## src/rtl/set_bit_sequencer_pkg.sv

```systemverilog
// Shared types and helpers for the set-bit sequencer.
package set_bit_sequencer_pkg;

    typedef enum logic [0:0] {
        StIdle,
        StEmit
    } state_e;

    // Index width for a vector of w bits; a 1-bit vector still needs a 1-bit index.
    function automatic int unsigned idx_width(input int unsigned w);
        return (w > 1) ? $clog2(w) : 1;
    endfunction

endpackage

```

## src/rtl/lsb_index_enc.sv

```systemverilog
// Combinational lowest-set-bit priority encoder with a found flag.
module lsb_index_enc
    import set_bit_sequencer_pkg::*;
#(
    parameter int unsigned W     = 32,
    parameter int unsigned IDX_W = idx_width(W)
) (
    input  logic [W-1:0]     vec,
    output logic [IDX_W-1:0] idx,
    output logic             found
);

    always_comb begin
        idx   = '0;
        found = |vec;
        // Scan high to low so the lowest set bit is the last to write idx.
        for (int i = int'(W) - 1; i >= 0; i--) begin
            if (vec[i]) begin
                idx = IDX_W'(i);
            end
        end
    end

endmodule

```

## src/rtl/set_bit_sequencer.sv

```systemverilog
// Captures a request vector and emits the index of each set bit, lowest first.
module set_bit_sequencer
    import set_bit_sequencer_pkg::*;
#(
    parameter  int unsigned W     = 32,
    localparam int unsigned IDX_W = idx_width(W)
) (
    input  logic             clk,
    input  logic             rst_n,
    input  logic             in_vld,
    output logic             in_rdy,
    input  logic [W-1:0]     in_x,
    input  logic             in_inv,
    output logic             out_vld,
    input  logic             out_rdy,
    output logic [IDX_W-1:0] out_idx,
    output logic             out_empty,
    output logic             out_single,
    output logic             out_last,
    output logic             busy
);

    state_e         state_q, state_d;
    logic [W-1:0]   vec_q, vec_d;
    logic           zero_q, zero_d;
    logic           single_q, single_d;

    logic [W-1:0]   cap_vec;
    logic           cap_zero;
    logic           cap_single;
    logic [W-1:0]   vec_cleared;
    logic           emit;
    logic           accept;
    logic           beat;
    logic [IDX_W-1:0] enc_idx;
    logic           enc_found;

    lsb_index_enc #(
        .W     (W),
        .IDX_W (IDX_W)
    ) u_lsb_index_enc (
        .vec   (vec_q),
        .idx   (enc_idx),
        .found (enc_found)
    );

    assign cap_vec     = in_x ^ {W{in_inv}};
    assign cap_zero    = ~|cap_vec;
    assign cap_single  = ~cap_zero & ~|(cap_vec & (cap_vec - W'(1)));
    assign vec_cleared = vec_q & (vec_q - W'(1));

    assign emit       = (state_q == StEmit);
    assign out_vld    = emit;
    assign out_idx    = (emit && enc_found) ? enc_idx : '0;
    assign out_empty  = emit & zero_q;
    assign out_single = emit & single_q;
    // An empty vector also reads as last, since clearing its lowest bit leaves zero.
    assign out_last   = emit & ~|vec_cleared;
    assign busy       = emit;

    assign beat   = out_vld & out_rdy;
    assign in_rdy = ~emit | (beat & out_last);
    assign accept = in_vld & in_rdy;

    always_comb begin
        state_d  = state_q;
        vec_d    = vec_q;
        zero_d   = zero_q;
        single_d = single_q;
        if (accept) begin
            state_d  = StEmit;
            vec_d    = cap_vec;
            zero_d   = cap_zero;
            single_d = cap_single;
        end else if (beat) begin
            vec_d = vec_cleared;
            if (out_last) begin
                state_d = StIdle;
            end
        end
    end

    always_ff @(posedge clk or negedge rst_n) begin
        if (!rst_n) begin
            state_q  <= StIdle;
            vec_q    <= '0;
            zero_q   <= 1'b0;
            single_q <= 1'b0;
        end else begin
            state_q  <= state_d;
            vec_q    <= vec_d;
            zero_q   <= zero_d;
            single_q <= single_d;
        end
    end

endmodule

```

## config.mk

```make
export PLATFORM = sky130hd
export DESIGN_NAME = set_bit_sequencer
export DESIGN_NICKNAME = d
export VERILOG_FILES = /design/src/rtl/set_bit_sequencer_pkg.sv /design/src/rtl/lsb_index_enc.sv /design/src/rtl/set_bit_sequencer.sv
export SDC_FILE = /design/constraint.sdc
export NUM_CORES = 1
export LEC_CHECK = 0
export ABC_AREA = 0
export BUFFER_PORTS_ARGS = -buffer_cell sky130_fd_sc_hd__buf_2
export CORE_ASPECT_RATIO = 1.5
export CORE_MARGIN = 2
export CORE_UTILIZATION = 33
export CTS_CLUSTER_SIZE = 24
export DETAILED_ROUTE_END_ITERATION = 6
export PLACE_DENSITY = 0.46
export SYNTH_ARGS = -nofsm -noshare
export SYNTH_HDL_FRONTEND = slang
export SYNTH_SLANG_ARGS = --single-unit
export TNS_END_PERCENT = 1
```

## constraint.sdc

```tcl
create_clock -name clk -period 4.3 [get_ports clk]
set_input_delay 0.43 -clock clk [delete_from_list [all_inputs] [get_ports clk]]
set_output_delay 0.43 -clock clk [all_outputs]
set_load 0.01 [all_outputs]
```

==> summary.md, run 1 <==
| Metric | Value |
|---|---|
| Worst relative slew slack | 45.4% |
| Number of buffers inserted during clock tree synthesis | 5 |
| Non-Filler Instances | 686 |
| Clock-pin slew on the worst setup and hold paths | 0.06 ns |
| GRT Total Usage | 20.0% |
| Period utilization | 80.6% |
| Synth Warn # | 0 |
| Routed length per instance | 17.8 um |
| Mapped Area | 3810 um^2 |
| Drt first pass iters | 4 |
| Vias in the first global route | 3853 |
| Row cnt | 48 |
| Sequential area share after synthesis | 23.0% |
| Die Ht | 136 um |
| Post-CTS setup buffer count | 0 |
| Starting Density | 33.4% |
| Syn Inst Count | 524 |
| Critical-path maximum fanout | 46 |
| Die area | 12400 um^2 |
| Share of layout cells above drive strength 1 | 14.6% |
| Number of H-tree levels | 2 |
| Final wirelength | 12200 um |
| Hpwl dp | 9570 um |
| Area growth, synth to finish | 11.3% |
| Via-to-Cell Ratio | 5.85 |
| TNS Setup | 0 ns |
| CTS root buf | clkbuf_16 |
| Final hold vios | 0 |
| Sw Ratio | 48.5% |
| Pre-CTS setup slack | 0.758 ns |
| Cts-stage hold buffer count | 0 |
| TritonCTS clock tree | done |
| Clk_lat worst skew | 0.28 ns |
| Clock buffer depth | 2 |
| Final net count | 572 |
| Filler cells | 1259 |
| Setup-failing EPs final | 0 |
| Fmax | 289 MHz |
| Total Power | 2400 uW |
| Minimum clock period | 3.46 ns |
| EDFF count, synth | 0 |
| Clock Skews | 0.00977 ns |
| First-pass GRT wire length | 20000 um |
| Worst r2r dst | single_q |
| Final-report max-slew violation count | 0 |
| Yosys cell types | 66 |
| Clock share of power | 17.3% |
| Yosys reg bits | 35 |
| Core Footprint | 11400 um^2 |
| Syn Nets | 561 |
| Worst Hold Class | input port to async pin |
| Asr flop ratio synth | 100% |
| Clock sinks | 35 |
| Reg power frac | 22.6% |
| I/O pin total | 48 |
| Placer Congestion | 0.899 |
| NetSw | 1160 uW |
| CP Launch Type | register |
| WP data required | 4.51 ns |
| Outcome | complete, no violations |
| Post-Syn Area per Cell | 7.27 um^2 |
| Worst R2R Start | vec_q[12] |
| Main synth FF type | dfrtp_1 |
| Final WS setup | 0.836 ns |
| Crit Path Category | register to register |
| Largest net degree at the start of global routing | 47 |
| CTS resizes | 0 |
| Initial antenna violation count | 0 |
| Cells after DPL | 678 |
| Worst Tran Pin Value | 0.816 ns |
| Antenna Cells | 0 |
| Vias post-DR | 4015 |
| R2R setup slack | 0.84 ns |
| MaxCap Viol Count | 0 |
| Leak | 0.00172 uW |
| Gate power share | 60.1% |
| Crit end category | register |
| Die Span X | 91.7 um |
| Routed Antenna Nets | 0 |
| Worst Path Arrival | 3.67 ns |
| Initial drt markers | 161 |
| VDD IR-drop max | 0.171 mV |
| RSZ-0062 raised after global routing | no |
| Total gr overflow | 0 |
| R2R cell count | 10 |
| Internal Pwr Total | 1230 uW |
| # DRC | 0 |
| Power Density | 565 nW/um^2 |
| Port bufs | 47 |
synth_stat cells (3+ instances only):
library cell | count | area [um^2]
or4_1 | 9 | 67.6
a22oi_1 | 3 | 22.5
and3_1 | 4 | 25.0
nor3_1 | 19 | 95.1
nand2_1 | 52 | 195
nor4_1 | 13 | 81.3
o21bai_1 | 5 | 37.5
nand4_1 | 11 | 68.8
nand3_1 | 34 | 170
a21oi_1 | 21 | 105
inv_1 | 21 | 78.8
a2111oi_0 | 5 | 43.8
dfrtp_1 | 35 | 876
nand3b_1 | 3 | 22.5
clkbuf_1 | 34 | 128
nor4_2 | 3 | 37.5
o41ai_1 | 3 | 26.3
o21ai_0 | 36 | 180
o32ai_1 | 4 | 35.0
a22o_1 | 9 | 78.8
o221ai_1 | 5 | 43.8
nor2_1 | 29 | 109
buf_2 | 6 | 30.0
o22ai_1 | 7 | 43.8
nand2b_1 | 3 | 18.8
o311ai_0 | 4 | 35.0
a31oi_1 | 4 | 25.0
or2_2 | 4 | 25.0
buf_1 | 6 | 22.5
o211ai_1 | 9 | 67.6
o2111ai_1 | 3 | 26.3
buf_6 | 4 | 45.0
or3_1 | 8 | 50.1
a221oi_1 | 3 | 26.3
o31ai_1 | 11 | 82.6
xor2_1 | 32 | 280
o21ai_1 | 21 | 105
placed cells by master (no fill, tap or decap), types with 4 or more instances in the layout:
cell       synthesis  routed
a2111oi_0          5       5
a21oi_1           21      21
a22o_1             9       9
a31oi_1            4       4
and3_1             4       4
buf_2              6      47
buf_4              2       8
clkbuf_16          0       5
dfrtp_1           35      35
inv_1             21      21
nand2_1           52      52
nand3_1           34      34
nand4_1           11      11
nor2_1            29      29
nor3_1            19      19
nor4_1            13      13
o211ai_1           9       9
o21ai_0           36      36
o21ai_1           21      21
o21bai_1           5       5
o221ai_1           5       5
o22ai_1            7       7
o311ai_0           4       4
o31ai_1           11      11
o32ai_1            4       4
or2_2              4       4
or3_1              8       8
or4_1              9       9
xor2_1            32      32
sequential cells by signal (all words and copies together), names as in the netlist:
register  cells
vec_q        32
zero_q        1
busy          1
single_q      1
how the worst max path moves through the flow:
| stage | depth (start not counted) | startpoint | endpoint |
|---|---|---|---|
| floorplan | 9 | vec_q[0] | zero_q |
| global placement | 9 | in_x[12] | single_q |
| finish | 10 | vec_q[12] | single_q |
| detailed placement | 9 | in_x[12] | single_q |
| global route | 10 | vec_q[12] | single_q |
| CTS | 10 | vec_q[12] | single_q |
power groups by stage:
stage / Sequential [uW] / Combinational [uW] / Clock, uW
after floorplan: 461 / 1100 / 0
after global placement: 545 / 1450 / 0
after detailed placement: 547 / 1440 / 0
after CTS: 541 / 1450 / 421
after global routing: 563 / 1620 / 434
final: 543 / 1440 / 415
stage by stage:
| stage | hold slack (ns) | instance area, um^2 | util (%) |
|---|---|---|---|
| after floorplan | 0.134 | 3810 | - |
| after global placement | 0.509 | 4070 | 35.7 |
| after detailed placement | 0.508 | 4070 | 35.7 |
| final | 0.233 | 4240 | 37.2 |
| after CTS | 0.270 | 4240 | 37.2 |
| after global routing | 0.304 | 4240 | 37.2 |
kinds of logic after synthesis:
logic type	count (synthesis)	synth area share (%)
buf+inv	73	8.37
xor+xnor	33	7.58
mux	4	1.12
simple gates	201	28.0
fa+ha+maj	2	0.525
compound gates	176	31.4
flops	35	23.0
worst max-delay path, stage by stage, from the launching register on:
cell      delay [ns]
dfrtp_1         0.47
nor4_1          0.57
nand4_1         0.17
buf_4           0.24
o41ai_1         0.50
o211ai_1        0.18
or4_4           0.47
o21ai_4         0.33
buf_12          0.25
o211ai_1        0.11
o22ai_1         0.11
per-layer routing:
metal,GRT usage [%],wire (um)
met2,34.6,6040
met1,24.6,5230
met3,2.23,500
met5,0,0
met4,9.45,474
final cells by class:
cell class | instances | area (um^2) | area share, %
Multi-Input combinational cell | 416 | 2620 | 61.7
Sequential cell | 35 | 876 | 20.6
Timing Repair Buffer | 56 | 315 | 7.43
Tap cell | 150 | 188 | 4.42
Clock buffer | 5 | 125 | 2.95
Inverter | 21 | 78.8 | 1.86
Clock inverter | 3 | 43.8 | 1.03
(Power assumes the default switching activity.)
==> run 2: changes to the inputs <==
- clock period: 4.3 -> 3.5 ns (I/O delays scaled with it)
==> run 2 against run 1 <==
Against the previous run:
- via count up 2.2%
- global-route usage up 1.2 points
- sequential cell count unchanged
- largest cell class unchanged
- worst setup slack got worse by 0.71 ns
- largest power group unchanged
- sequential share of layout area is 0.94 points lower
- die area did not move
- combinational power is 37% higher
- critical path depth decreased by 1
- core utilization rose by 1.8 points
==> summary.md, run 2 (synthesized netlist as in run 1, its figures left out) <==
| Metric | Value |
|---|---|
| Outcome | complete, no violations |
| Area growth, synth to finish | 16.6% |
| CP max-delay cell | or4_1 |
| Minimum clock period | 3.38 ns |
| Leak | 0.00185 uW |
| CTS root buf | clkbuf_16 |
| GRT Total Usage | 21.2% |
| Post-CTS setup buffer count | 0 |
| Critical-path maximum fanout | 41 |
| TNS Setup | 0 ns |
| Vias in the first global route | 4123 |
| Share of layout cells above drive strength 1 | 18.5% |
| Initial antenna violation count | 0 |
| Initial drt markers | 326 |
| Vias post-DR | 4105 |
| Clock-pin slew on the worst setup and hold paths | 0.05 ns |
| Die Ht | 136 um |
| Number of flip-flops under the largest register name | 32 |
| Non-Filler Instances | 711 |
| Clock sinks | 35 |
| Starting Density | 33.4% |
| CP bufs+invs | 1 |
| R2R cell count | 9 |
| Worst Path Arrival | 3.58 ns |
| Power Density | 695 nW/um^2 |
| TritonCTS clock tree | done |
| Via-to-Cell Ratio | 5.77 |
| Final net count | 597 |
| Die area | 12400 um^2 |
| Dpl cell area | 4270 um^2 |
| Clock Skews | 0.00723 ns |
| # DRC | 0 |
| VDD IR-drop max | 0.285 mV |
| Hold WS | 0.155 ns |
| Final-report max-slew violation count | 0 |
| Cts-stage hold buffer count | 0 |
| Most frequent cells in the layout | 52 x nand2_1, 47 x buf_2, 36 x o21ai_0 |
| Total gr overflow | 0 |
| Worst Hold Class | input port to async pin |
| Worst R2R Start | vec_q[0] |
| Clk_lat worst skew | 0.28 ns |
| CP Launch Type | register |
| Drt first pass iters | 4 |
| Filler cells | 1263 |
| Final hold vios | 0 |
| Routed Antenna Nets | 0 |
| R2R setup slack | 0.12 ns |
| Worst relative slew slack | 45.4% |
| Cells after DPL | 703 |
| Crit end category | register |
| Worst r2r dst | vec_q[6] |
| Commonest non-fill, non-tap cell in the layout | nand2_1 |
| Die Span X | 91.7 um |
| Period utilization | 96.5% |
| Hpwl dp | 10000 um |
| Layout Cell Area excl Fill | 4440 um^2 |
| RSZ-0062 raised after global routing | no |
| Routed length per instance | 18.1 um |
| Number of H-tree levels | 2 |
| Crit Path Category | register to register |
| First-pass GRT wire length | 21100 um |
| MaxCap Viol Count | 0 |
| Row cnt | 48 |
| Largest net degree at the start of global routing | 42 |
| CP Depth | 9 |
| Port bufs | 47 |
| Core Footprint | 11400 um^2 |
| Clock buffer depth | 2 |
| Biggest cell delay along the critical path | 0.64 ns |
| Largest register by flop count | vec_q |
| WP data required | 3.71 ns |
| Fmax | 296 MHz |
| Worst Tran Pin Value | 0.819 ns |
| Placer Congestion | 0.908 |
| Setup-failing EPs final | 0 |
| Crit path cell chain | or4_1, o22a_1, a2111oi_2, nand4_1, or4_4, o21ai_4, buf_12, nand3_1, o21ai_1 |
| Antenna Cells | 0 |
| Number of buffers inserted during clock tree synthesis | 5 |
| Final wirelength | 12900 um |
| Fin util | 38.9% |
| Crit path max-delay family | simple AND/OR/NAND/NOR gates |
| I/O pin total | 48 |
## run 2: changes by cell type in the layout (fill, tap and decap cells not counted), sizes merged
cell | previous run | this run
bufinv | 1 | 0
clkinv | 2 | 0
clkbuf | 5 | 8
buf | 56 | 81
## run 2: worst max-delay path by stage
stage	startpoint	endpoint
4_1_cts	vec_q[3]	vec_q[6]
3_3_place_gp	vec_q[3]	vec_q[6]
6_report	vec_q[0]	vec_q[6]
3_5_place_dp	vec_q[3]	vec_q[6]
2_1_floorplan	vec_q[0]	zero_q
5_1_grt	vec_q[14]	vec_q[22]
## run 2: layer usage
layer	share of wire, %	GRT usage, %	up-vias	routed length, um
met5	0	0	-	0
met4	2.6	8.46	0	331
met3	2.4	1.39	16	310
met2	52	38.2	89	6720
met1	43	26.2	1953	5510
li1	-	-	2047	-
## run 2: layout make-up
type	instances	area [um^2]	share of cell area, %
clock buffers	8	156	3.52
well taps	150	188	4.22
multi-input cells	416	2630	59.2
inverters	21	78.8	1.77
flip-flops and latches	35	876	19.7
repair buffers	81	515	11.6
## run 2: what timing repair did
action	4_1_cts	5_1_grt
endpoints found under the hold margin	0	0
resized for setup	2	1
setup endpoints to repair	32	14
cloned	0	0
pin swaps	0	0
## run 2: where the power goes
group	total, uW	switching, uW	internal, uW
logic	1980	1170	816
clock network	478	175	303
registers	626	132	494
## run 2: worst register-to-register path, cell delays in order (launching register included)
cell and delay (ns):
dfrtp_1 0.49, or4_1 0.64, o22a_1 0.22, a2111oi_2 0.36
nand4_1 0.21, or4_4 0.62, o21ai_4 0.34, buf_12 0.24
nand3_1 0.12, o21ai_1 0.08
## run 2: through the flow
step	setup WS, ns	power (uW)
5_1_grt	0.0196	3350
3_3_place_gp	-0.171	2600
3_5_place_dp	-0.168	2600
4_1_cts	0.162	3100
6_report	0.124	3090
2_1_floorplan	0.535	1920
==> run 3: changes to the inputs <==
- SYNTH_HIERARCHICAL: not set -> 1
==> run 3 against run 2 <==
Against the previous run:
- hold slack got worse by 0.0022 ns
- sequential power increased by 21%
- global-route usage decreased by 1.5 points
- die area increased by 4.5%
- first-iteration DRC count decreased by 12%
- worst setup slack improved by 0.066 ns
- core utilization decreased by 1.2 points
- register-to-register slack improved by 0.16 ns
- sequential cell count unchanged
- critical endpoint is now in_rdy
==> summary.md, run 3 <==
| Metric | Value |
|---|---|
| Outcome | complete, no violations |
| Largest net degree at the start of global routing | 37 |
| Cells after DPL | 702 |
| Crit end category | output port |
| Vias post-DR | 4254 |
| Hpwl dp | 9960 um |
| Leading area contributor after synthesis | dfrtp_1 |
| Number of buffers inserted during clock tree synthesis | 5 |
| RSZ-0062 raised after global routing | no |
| CTS root buf | clkbuf_16 |
| Initial antenna violation count | 0 |
| Clock buffer depth | 2 |
| Reg power frac | 22.4% |
| Area growth, synth to finish | 12.5% |
| First-pass GRT wire length | 20800 um |
| Non-Filler Instances | 710 |
| Worst Hold Class | input port to async pin |
| Vias in the first global route | 4033 |
| Top post-synthesis cells by count | 50 x nor2_1, 35 x dfrtp_1, 31 x a21oi_1, 31 x nand2_1, 30 x o21ai_0 |
| Asr flop ratio synth | 100% |
| Number of H-tree levels | 2 |
| Clock share of power | 12.6% |
| MaxCap Viol Count | 0 |
| Synth Warn # | 6 |
| Fmax | 302 MHz |
| Met2 usage | 33.9% |
| CP Launch Type | register |
| Placer Congestion | 0.888 |
| Minimum clock period | 3.31 ns |
| Die Span X | 93.8 um |
| Setup-failing EPs final | 0 |
| Total gr overflow | 0 |
| Power Density | 754 nW/um^2 |
| Gate power share | 64.9% |
| Routed Antenna Nets | 0 |
| Share of layout cells above drive strength 1 | 16.2% |
| Fin util | 37.7% |
| Top-area cell type share of the netlist area | 22.0% |
| Port bufs | 47 |
| GRT Total Usage | 19.7% |
| Leak | 0.00176 uW |
| GR Util met3 | 1.36% |
| WP data required | 3.15 ns |
| Grt peak-use layer | met2 |
| Main synth FF type | dfrtp_1 |
| Commonest non-fill, non-tap cell in the layout | nor2_1 |
| Worst Tran Pin Value | 0.794 ns |
| Die area | 13000 um^2 |
| Syn Inst Count | 529 |
| Final hold vios | 0 |
| Post-Syn Area per Cell | 7.54 um^2 |
| Core Footprint | 11900 um^2 |
| TNS Setup | 0 ns |
| Layout Cell Area excl Fill | 4490 um^2 |
| Period utilization | 94.6% |
| Clk_lat worst skew | 0.28 ns |
| I/O pin total | 48 |
| Clock-pin slew on the worst setup and hold paths | 0.06 ns |
| Worst relative slew slack | 47.1% |
| Yosys cell types | 69 |
| Starting Density | 33.5% |
| Hold WS | 0.153 ns |
| Clock sinks | 35 |
| Sequential area share after synthesis | 22.0% |
| # DRC | 0 |
| Number of flip-flops under the largest register name | 32 |
| Crit Path Category | register to output port |
| Antenna Cells | 0 |
| Met1 usage | 25.3% |
| Most common cell in the netlist | nor2_1 |
| Filler cells | 1310 |
| NetSw | 1670 uW |
| Routed length per instance | 18.0 um |
| Initial drt markers | 286 |
| Synth top area cells | dfrtp_1 22%, xnor2_1 6.4%, nor2_1 4.7%, mux2i_1 4.0%, a21oi_1 3.9% |
| Post-CTS setup buffer count | 0 |
| Final wirelength | 12800 um |
| Critical-path maximum fanout | 10 |
| Final-report max-slew violation count | 0 |
| Multi-input gate area | 2870 um^2 |
| Worst Path Arrival | 2.96 ns |
| Die Ht | 139 um |
| Syn Nets | 566 |
| TritonCTS clock tree | done |
| Via-to-Cell Ratio | 5.99 |
| Sw Ratio | 49.4% |
| Dpl cell area | 4330 um^2 |
| Row cnt | 49 |
| Most frequent cells in the layout | 50 x nor2_1, 46 x buf_2, 35 x dfrtp_1 |
| Final net count | 593 |
| Drt first pass iters | 5 |
| Largest register by flop count | vec_q |
| Yosys reg bits | 35 |
| Mapped Area | 3990 um^2 |
| EDFF count, synth | 0 |
| Clock Skews | 0.00636 ns |
| Register Area | 876 um^2 |
| VDD IR-drop max | 0.201 mV |
| Internal Pwr Total | 1710 uW |
[run 3: changes by cell type after synthesis, moves of 9 or more]
cell	change
nand2_1	-21
a21oi_1	+10
nor2b_1	+9
xnor2_1	+28
o22ai_1	+16
xor2_1	-32
nand3_1	-9
clkbuf_1	-12
nor2_1	+21
a22o_1	-9
mux2i_1	+14
o21ai_1	-10
[run 3: logic make-up (layout without fill, tap and decap cells)]
family / count (synthesis) / in the layout / synth area share, %
muxes: 16 / 16 / 4.01
buffers and inverters: 59 / 87 / 6.43
adders and majority gates: 1 / 1 / 0.251
AOI/OAI and AO/OA: 172 / 172 / 30.2
and+or+nand+nor: 217 / 217 / 30.8
DFF: 35 / 35 / 22.0
xor gates and xnor gates: 29 / 29 / 6.37
[run 3: metrics by stage]
step	setup slack [ns]	power [uW]
6_report	0.189	3380
5_1_grt	0.00425	3680
4_1_cts	0.138	3360
3_5_place_dp	0.236	2920
3_3_place_gp	0.235	2910
2_1_floorplan	0.749	2280
[run 3: power groups by stage]
| stage | Combinational, uW | Sequential (uW) | Clock [uW] |
|---|---|---|---|
| after detailed placement | 2160 | 760 | 0 |
| after floorplan | 1580 | 699 | 0 |
| after CTS | 2170 | 753 | 435 |
| after global placement | 2150 | 755 | 0 |
| final | 2200 | 759 | 428 |
| after global routing | 2440 | 786 | 454 |
[run 3: path summary, 6_finish.rpt]
check | from | to | slack (ns) | cells past startpoint
max | vec_q[2] | in_rdy | 0.19 | 7
min | rst_n | vec_q[3] | 0.15 | 1
min in group clk | in_vld | busy | 0.39 | 2
max reg2reg | vec_q[2] | vec_q[1] | 0.28 | 9
max in group asynchronous | rst_n | vec_q[17] | 2.84 | 1
min reg2reg | zero_q | zero_q | 0.53 | 2
[run 3: cell type report]
class	count	share of cell area, %
clock buffer	6	2.87
multi-input combinational	435	64.0
timing repair buffer	60	7.47
inverter	19	1.59
clock inverter	2	0.279
tap	153	4.27
sequential	35	19.5
[run 3: critical path, cell delays in order, from the launching register on]
cell and delay, ns:
dfrtp_1 0.50, nor4_4 0.48, and4b_1 0.39, nand2_1 0.25, nor2_1 0.29, o2111a_1 0.34
a41o_2 0.28, buf_2 0.14
[run 3: what timing repair did]
| action | CTS | global route |
|---|---|---|
| endpoints found under the hold margin | 0 | 0 |
| hold buffers | 0 | 0 |
| gates resized for setup | 0 | 2 |
| endpoints found under the setup margin | 0 | 1 |
[run 3: per-layer routing]
metal  wire length, um  part of all wire, %  vias up
met5                 0                    0        -
met4               392                  3.1        0
met3               495                  3.9       30
met2              6520                   51      146
met1              5370                   42     1995
li1                  -                    -     2083
